===== src/rtl/button_pkg.sv =====
// Shared state encoding, counter geometry and default tick constants for the button press generator.
// Latency: n/a (package only).
// Backpressure: n/a (package only).
package button_pkg;

    localparam int CNT_W = 6;
    localparam logic [CNT_W-1:0] CNT_MAX = 6'h3F;

    localparam int DEF_SHORT_TICKS = 13;
    localparam int DEF_LONG_TICKS  = 40;
    localparam int DEF_GAP_TICKS   = 4;

    typedef enum logic [1:0] {
        ST_IDLE    = 2'd0,
        ST_PRESS_S = 2'd1,
        ST_PRESS_L = 2'd2,
        ST_GAP     = 2'd3
    } btn_state_e;

    // True while the emulated button is held down.
    function automatic logic is_press(input btn_state_e st);
        return (st == ST_PRESS_S) || (st == ST_PRESS_L);
    endfunction

endpackage


===== src/rtl/button_tick_counter.sv =====
// 6-bit strobe counter with clear, enable, saturation at 63 and a terminal-match flag.
// Latency: count updates one edge after en_i; hit_o is combinational on the current count.
// Backpressure: none; clear has priority over enable.
module button_tick_counter
    import button_pkg::*;
(
    input  logic             SlowClock,
    input  logic             MainReset,
    input  logic             clr_i,
    input  logic             en_i,
    input  logic [CNT_W-1:0] term_i,
    output logic             hit_o
);

    logic [CNT_W-1:0] cnt_q;
    logic [CNT_W-1:0] cnt_d;
    logic [CNT_W:0]   inc;

    assign inc = {1'b0, cnt_q} + {{CNT_W{1'b0}}, 1'b1};

    // hit_o flags the strobe that brings the count to the terminal value; it
    // deliberately ignores clr_i so the FSM can use it without a feedback loop.
    assign hit_o = en_i && (inc == {1'b0, term_i});

    // Next count: clear wins, otherwise count enabled strobes and hold at the top.
    always_comb begin
        cnt_d = cnt_q;
        if (clr_i) begin
            cnt_d = '0;
        end else if (en_i && (cnt_q != CNT_MAX)) begin
            cnt_d = inc[CNT_W-1:0];
        end
    end

    // Count register.
    always_ff @(posedge SlowClock or negedge MainReset) begin
        if (!MainReset) begin
            cnt_q <= '0;
        end else begin
            cnt_q <= cnt_d;
        end
    end

endmodule


===== src/rtl/button_press_gen.sv =====
// Emulates a chipset power button: timed short press, optional long (override) press, then a released gap.
// Latency: ButtonOut falls one SlowClock edge after an accepted request; Done pulses on return to idle.
// Backpressure: requests outside idle are dropped, never queued. Long press built only with BUTTON_LONG_PRESS_EN.
module button_press_gen
    import button_pkg::*;
#(
    parameter int SHORT_TICKS = DEF_SHORT_TICKS,
    parameter int LONG_TICKS  = DEF_LONG_TICKS,
    parameter int GAP_TICKS   = DEF_GAP_TICKS
) (
    input  logic SlowClock,
    input  logic MainReset,
    input  logic Strobe16ms,
    input  logic Strobe125ms,
    input  logic ShortReq,
    input  logic LongReq,
    input  logic Abort,
    output logic ButtonOut,
    output logic Busy,
    output logic Done
);

    btn_state_e       state_q;
    btn_state_e       state_d;
    logic             button_q;
    logic             button_d;
    logic             busy_q;
    logic             busy_d;
    logic             done_q;
    logic             done_d;

    logic             tick_en;
    logic             tick_clr;
    logic             tick_hit;
    logic [CNT_W-1:0] tick_term;

`ifndef BUTTON_LONG_PRESS_EN
    // Without the long-press feature the request line is tied off on purpose.
    logic unused_long_req;
    assign unused_long_req = LongReq;
`endif

    // Pick which strobe advances the counter and the terminal count for the current state.
    always_comb begin
        tick_en   = 1'b0;
        tick_term = CNT_W'(GAP_TICKS);
        case (state_q)
            ST_PRESS_S: begin
                tick_en   = Strobe16ms;
                tick_term = CNT_W'(SHORT_TICKS);
            end
            ST_PRESS_L: begin
                tick_en   = Strobe125ms;
                tick_term = CNT_W'(LONG_TICKS);
            end
            ST_GAP: begin
                tick_en   = Strobe16ms;
                tick_term = CNT_W'(GAP_TICKS);
            end
            default: begin
                tick_en   = 1'b0;
                tick_term = CNT_W'(GAP_TICKS);
            end
        endcase
    end

    // Every state change restarts the count, so a strobe on the entry edge is never counted.
    assign tick_clr = (state_d != state_q);

    button_tick_counter u_tick (
        .SlowClock (SlowClock),
        .MainReset (MainReset),
        .clr_i     (tick_clr),
        .en_i      (tick_en),
        .term_i    (tick_term),
        .hit_o     (tick_hit)
    );

    // Next-state decision and registered-output precompute.
    always_comb begin
        state_d = state_q;
        case (state_q)
            ST_IDLE: begin
`ifdef BUTTON_LONG_PRESS_EN
                if (LongReq) begin
                    state_d = ST_PRESS_L;
                end else if (ShortReq) begin
                    state_d = ST_PRESS_S;
                end
`else
                if (ShortReq) begin
                    state_d = ST_PRESS_S;
                end
`endif
            end
            ST_PRESS_S: begin
                if (Abort || tick_hit) begin
                    state_d = ST_GAP;
                end
            end
            ST_PRESS_L: begin
`ifdef BUTTON_LONG_PRESS_EN
                if (Abort || tick_hit) begin
                    state_d = ST_GAP;
                end
`else
                // Unreachable in this build; recover to idle if ever seen.
                state_d = ST_IDLE;
`endif
            end
            ST_GAP: begin
                if (tick_hit) begin
                    state_d = ST_IDLE;
                end
            end
            default: begin
                state_d = ST_IDLE;
            end
        endcase

        button_d = !is_press(state_d);
        busy_d   = (state_d != ST_IDLE);
        done_d   = (state_q == ST_GAP) && (state_d == ST_IDLE);
    end

    // State and output registers; reset releases the button at once.
    always_ff @(posedge SlowClock or negedge MainReset) begin
        if (!MainReset) begin
            state_q  <= ST_IDLE;
            button_q <= 1'b1;
            busy_q   <= 1'b0;
            done_q   <= 1'b0;
        end else begin
            state_q  <= state_d;
            button_q <= button_d;
            busy_q   <= busy_d;
            done_q   <= done_d;
        end
    end

    assign ButtonOut = button_q;
    assign Busy      = busy_q;
    assign Done      = done_q;

endmodule


===== config.mk =====
export PLATFORM = sky130hd
export DESIGN_NAME = button_press_gen
export DESIGN_NICKNAME = d
export VERILOG_FILES = /design/src/rtl/button_pkg.sv /design/src/rtl/button_tick_counter.sv /design/src/rtl/button_press_gen.sv
export SDC_FILE = /design/constraint.sdc
export NUM_CORES = 1
export LEC_CHECK = 0
export ABC_AREA = 1
export ABC_CLOCK_PERIOD_IN_PS = 3600
export BUFFER_PORTS_ARGS = -buffer_cell sky130_fd_sc_hd__buf_2
export CAP_MARGIN = 10
export CORE_MARGIN = 1
export CORE_UTILIZATION = 50
export CTS_CLUSTER_DIAMETER = 60
export DETAILED_ROUTE_END_ITERATION = 6
export PLACE_DENSITY_LB_ADDON = 0.1
export SETUP_SLACK_MARGIN = 0.3
export SLEW_MARGIN = 20
export SYNTH_ARGS = -nofsm -noshare
export SYNTH_HDL_FRONTEND = slang
export SYNTH_SLANG_ARGS = --single-unit

===== constraint.sdc =====
create_clock -name SlowClock -period 3.6 [get_ports SlowClock]
set_input_delay 0.36 -clock SlowClock [delete_from_list [all_inputs] [get_ports SlowClock]]
set_output_delay 0.36 -clock SlowClock [all_outputs]
set_load 0.005 [all_outputs]

After elaboration in Yosys (flattened, before gate mapping) --
Index checks and enable logic that the tools add are counted.
Cells by class: reduce and logical (&&, ||, !) cells 11, eq/ne operators 8, multiplexer cells 8, add/sub/neg operators 1
Operators with widths (count):
- 6-bit two-way mux | 2
- 6-bit one-hot mux with 2 select lines | 1
- 2-bit one-hot mux with 4 select lines | 1
- 6-bit by 1-bit adder with 7-bit output (second input constant) | 1
- 7-bit by 6-bit equality test with 1-bit output | 1
- 2-bit equality test (second input constant) | 3
- 2-bit two-way mux | 3
- 6-bit != test (second input constant) | 1
- 2-bit by 1-bit equality test with 1-bit output (second input constant) | 2
- 2-bit zero test | 2
- 2-bit nonzero test | 2
- 1-bit logical AND | 3
- 1-bit logical OR | 2
- 2-bit != test | 1
- 1-bit one-hot mux with 2 select lines | 1
- 2-bit OR reduction | 1
- 1-bit zero test | 1
Word-level totals: flip-flop bits (word level) 11, output and inout port bits 3, input port bits 7, logic and storage cells 33

Depth between registers and ports, before layout --
word-level depth 10, gate-level depth with buffers 16, gate-level depth less buffers 16

Cells and area by module --
Synthesis repeated with hierarchy kept, for this count alone.
Unflattened totals: cells, all modules 123, area total of the unflattened synthesis 899.6 µm²
Modules (own cells, without submodules):
- button_tick_counter | instances 1, area an instance 511.7 µm², cells each 75, sequential area each 150.1 µm²
- button_press_gen | instances 1, area an instance 387.9 µm², cells each 48, sequential area each 126.4 µm²

Worst setup path before layout --
No wires, ideal clock.
path type reg-to-reg, start reg state_q[1], end reg u_tick.cnt_q[2], cell stages (with the launch flop) 15, setup time 0.121 ns, path slack 1.815 ns, arrival time 1.664 ns, clock period less this slack 1.785 ns, required time 3.479 ns, path buffers 0, cell sequence dfrtp_1 > inv_1 > ha_1 > inv_1 > nand2_1 > nor2_1 > nand3_1 > nor2_1 > nand2_1 > a21oi_1 > nand2_1 > nand2_2 > nand2_2 > nand3_4 > nor2_1
Between the ends: word-level cells in the longest chain between the ends 9, elaborated cells on any way between the ends 18, classes of those cells eq/ne: 5; mux: 7; reduce/logical: 6
Ends and longest elaborated chain:
- start, declared | line button_press_gen.sv:23 | btn_state_e state_q;
- start signal, assigned | line button_press_gen.sv:134 | state_q <= state_d;
- 2-bit equality test / 2-bit by 1-bit equality test with 1-bit output (equally long branches) | line button_press_gen.sv:47, button_press_gen.sv:82
- 6-bit one-hot mux with 2 select lines / 2-bit OR reduction (equally long branches)
- 7-bit by 6-bit equality test with 1-bit output / 1-bit one-hot mux with 2 select lines (equally long branches) | line button_tick_counter.sv:23, button_press_gen.sv:47
- 1-bit logical AND | line button_tick_counter.sv:23 | assign hit_o = en_i && (inc == {1'b0, term_i});
- 1-bit logical OR | line button_press_gen.sv:97 | if (Abort || tick_hit) begin
- 2-bit two-way mux | line button_press_gen.sv:97
- 2-bit one-hot mux with 4 select lines | line button_press_gen.sv:82 | case (state_q)
- 2-bit != test | line button_press_gen.sv:68 | assign tick_clr = (state_d != state_q);
- 6-bit two-way mux / 2-bit nonzero test (equally long branches)
- end signal, assigned | line button_tick_counter.sv:40 | cnt_q <= cnt_d;
- end, declared | line button_tick_counter.sv:15 | logic [CNT_W-1:0] cnt_q;
Several ways; a longest one is shown, not always the timed one. A chain may end at the register's enable or synchronous reset.

Worst setup path in the final report --
Ends and elaborated chain as after synthesis.

==> out/qor.txt <==
status: complete, no violations
Net Switching: 0.332 mW
metal3 WL: 52 um
mux share of post-synthesis cell area: 1.30%
Row Count: 13
routed via count: 677
io pins: 10
pin count of the biggest net entering global routing: 12
core area: 1370 um2
deepest clock path buffer count: 2
VDD IR max: 475 uV
Initial Utilization: 56.4%
most frequent CP cell: nand2_1
Total Routed Length: 1.41 mm
synth unique cells: 19
DP Wirelength: 1.08 mm
first-pass GRT wire length: 2.35 mm
YS warnings: 0
Setup Skew: 0.00634 ns
Post-Layout Inst Area: 871 um2
layout cells sized above 1: 16.3%
CP max-delay cell: dfrtp_1
cts bufs inserted: 3
Final Max Slew Viols: 0
Setup crit start kind: register
number of synthesized register bits: 11
Mapped Cells: 110
Fin. Hold Viols: 0
cells along the critical path: inv_1 -> ha_1 -> inv_1 -> nand2_1 -> nor2_1 -> buf_4 -> nand3_1 -> nor2_1 -> nand2_1 -> nand2_1 -> nand2_1 -> nand2_1 -> nand2_2 -> nand2_2 -> nand3_4 -> nor2_1
Synth Area in XOR/XNOR: 1.14%
wire per inst: 10.2 um
Flop pwr share: 33.4%
Routed Antenna Nets: 0
Placed Instances: 133
Metal-1 WL: 737 um
Final period util: 61.0%
WP data required: 3.79 ns
Mapped Avg Cell Area: 7.01 um2
main combinational cell family by area after synthesis: simple AND/OR/NAND/NOR gates
First DRT Iteration DRCs: 8
Root Driver: clkbuf_4
Leakage: 0.477 nW
critical path endpoint category: register
First-pass DRT Iterations: 4
Met2 Wirelength: 606 um
number of antenna violations at the first check in global routing: 0
WP data arrival: 2.39 ns
Sw Share: 47.9%
GR Overflow Total: 0
Worst Path Max Fanout: 11
vias in the first global route: 554
Port-buffer cells: 8
Post-CTS Setup Inserts: 0
Highest Signal Layer: met4
Clock Power Share: 11.7%
setup TNS: 0 ns
clk sink count: 11
post-synthesis simple-gate area fraction: 37.2%
FMAX: 0.456 GHz
ant diodes: 0
post-synthesis compound-gate area fraction: 6.98%
GRT Overall Usage: 21.3%
Post-Synth Adder-Cell Area: 9.74%
CTS tree: yes
CP peak stage delay: 0.49 ns
htree depth: 1
clk_lat worst skew: 0.26 ns
unrepaired setup endpoints after global routing: false
Die X: 41.3 um
Setup Viol. Count Final: 0
Post-DP Area: 833 um2
fin crit period: 2.20 ns
clock slew at reported path FFs: 0.07 ns
syn_nets: 123
post-route insts no fill: 138
Pwr Density: 796 nW/um2
Die Area: 1700 um2
Max-Cap Viols: 0
Area Growth Syn to Fin: 13.0%
GPL Wtd Cong: 0.798
Die Span Y: 41.3 um
Seq/Total Area, Yosys: 35.9%
vias per std cell: 4.91
classification of the worst setup path: register to register
drt drc: 0
slew margin rel.: 81.8%
Slew @ Worst Pin: 0.270 ns
Cell Int Power: 0.361 mW
Cell Area, Synth: 771 um2
combinational power share: 54.9%
fin nets: 137
Fillers: 134
worst min path class: primary input to async pin
[cells by family (layout without fill, tap and decap cells)]
logic type / Yosys count / in the layout
buffers and inverters: 16 / 29
muxes: 1 / 1
DFF: 11 / 11
and+or+nand+nor: 66 / 66
adders and majority gates: 6 / 6
AOI/OAI and AO/OA: 9 / 9
xor gates and xnor gates: 1 / 1
[power groups by stage]
| stage | Clock (mW) | Sequential [mW] | Combinational, mW |
|---|---|---|---|
| floorplan | 0 | 0.224 | 0.294 |
| global placement | 0 | 0.233 | 0.373 |
| detailed placement | 0 | 0.233 | 0.380 |
| CTS | 0.0839 | 0.231 | 0.383 |
| global route | 0.0916 | 0.237 | 0.449 |
| finish | 0.0813 | 0.231 | 0.380 |
[repair_timing]
action	in CTS	in global routing
hold endpoints to repair	10	0
gates resized for setup	0	0
hold buffers	1	0
[worst max-delay path: cells and delay by family (launching register included)]
family / cells / cell delay (ns)
fa+ha+maj: 1 / 0.24
buf+inv: 3 / 0.39
simple gates: 12 / 1.01
flops: 1 / 0.49
[per-layer routing]
layer | vias up | global-route usage (%)
li1 | 369 | -
met1 | 294 | 30.6
met2 | 12 | 31.3
met3 | 2 | 3.26
met4 | 0 | 9.68
met5 | - | 0
[cells in the final DEF, fill, tap and decap left out, drive strengths merged]
cell | Yosys | layout
o21bai | 1 | 1
xor2 | 1 | 1
buf | 0 | 9
mux2i | 1 | 1
nand4 | 1 | 1
ha | 6 | 6
a21boi | 1 | 1
inv | 15 | 15
nand3 | 11 | 11
clkinv | 0 | 1
a21oi | 2 | 2
dfrtp | 10 | 10
nand2 | 38 | 38
o21ai | 5 | 5
dlygate4sd3 | 0 | 1
nor2 | 16 | 16
dfstp | 1 | 1
clkbuf | 1 | 3
[layout make-up]
type	instances	area (um2)	area share (%)
multi-input combinational	83	434	49.9
sequential	11	277	31.8
timing repair buffer	10	57.6	6.61
inverter	15	56.3	6.47
clock buffer	3	22.5	2.59
tap	15	18.8	2.16
clock inverter	1	5.00	0.575
[final timing paths]
path	start	endpoint	slack, ns	cells after the start
worst max-delay path	state_q[1]$_DFF_PN0_	u_tick.cnt_q[2]$_DFFE_PN0P_	1.40	16
worst min-delay path	MainReset	Busy$_DFF_PN0_	0.50	2
worst max register to register	state_q[1]$_DFF_PN0_	u_tick.cnt_q[2]$_DFFE_PN0P_	1.40	16
worst min register to register	u_tick.cnt_q[1]$_DFFE_PN0P_	u_tick.cnt_q[1]$_DFFE_PN0P_	0.63	2
max in group asynchronous	MainReset	ButtonOut$_DFF_PN1_	2.84	2
min in group SlowClock	ShortReq	state_q[0]$_DFF_PN0_	0.50	5
[synth_stat cells (all sizes together)]
cell    number  area share (%)
o21bai       1            0.97
nand4        1            0.81
a21oi        2             1.3
ha           6             9.7
mux2i        1             1.3
nand2       38              19
o21ai        5             3.7
xor2         1             1.1
nand3       11             8.8
nor2        16             8.1
a21boi       1            0.97
dfstp        1             3.4
dfrtp       10              32
inv         15             7.3
clkbuf       1            0.49
[sequential cells by signal, summed over array words and instances (netlist names)]
signal	count
Busy	1
state_q	2
ButtonOut	1
Done	1
u_tick.cnt_q	6
[per-stage QoR]
step | setup WS (ns) | total power [mW] | hold WS [ns] | utilization [%]
floorplan | 1.81 | 0.518 | 0.0644 | -
global placement | 1.43 | 0.605 | 0.232 | 61.0
detailed placement | 1.42 | 0.613 | 0.235 | 61.0
CTS | 1.39 | 0.698 | 0.483 | 63.7
global route | 1.13 | 0.778 | 0.534 | 63.7
finish | 1.40 | 0.693 | 0.502 | 63.7
Power figures use the tool's default switching activity.
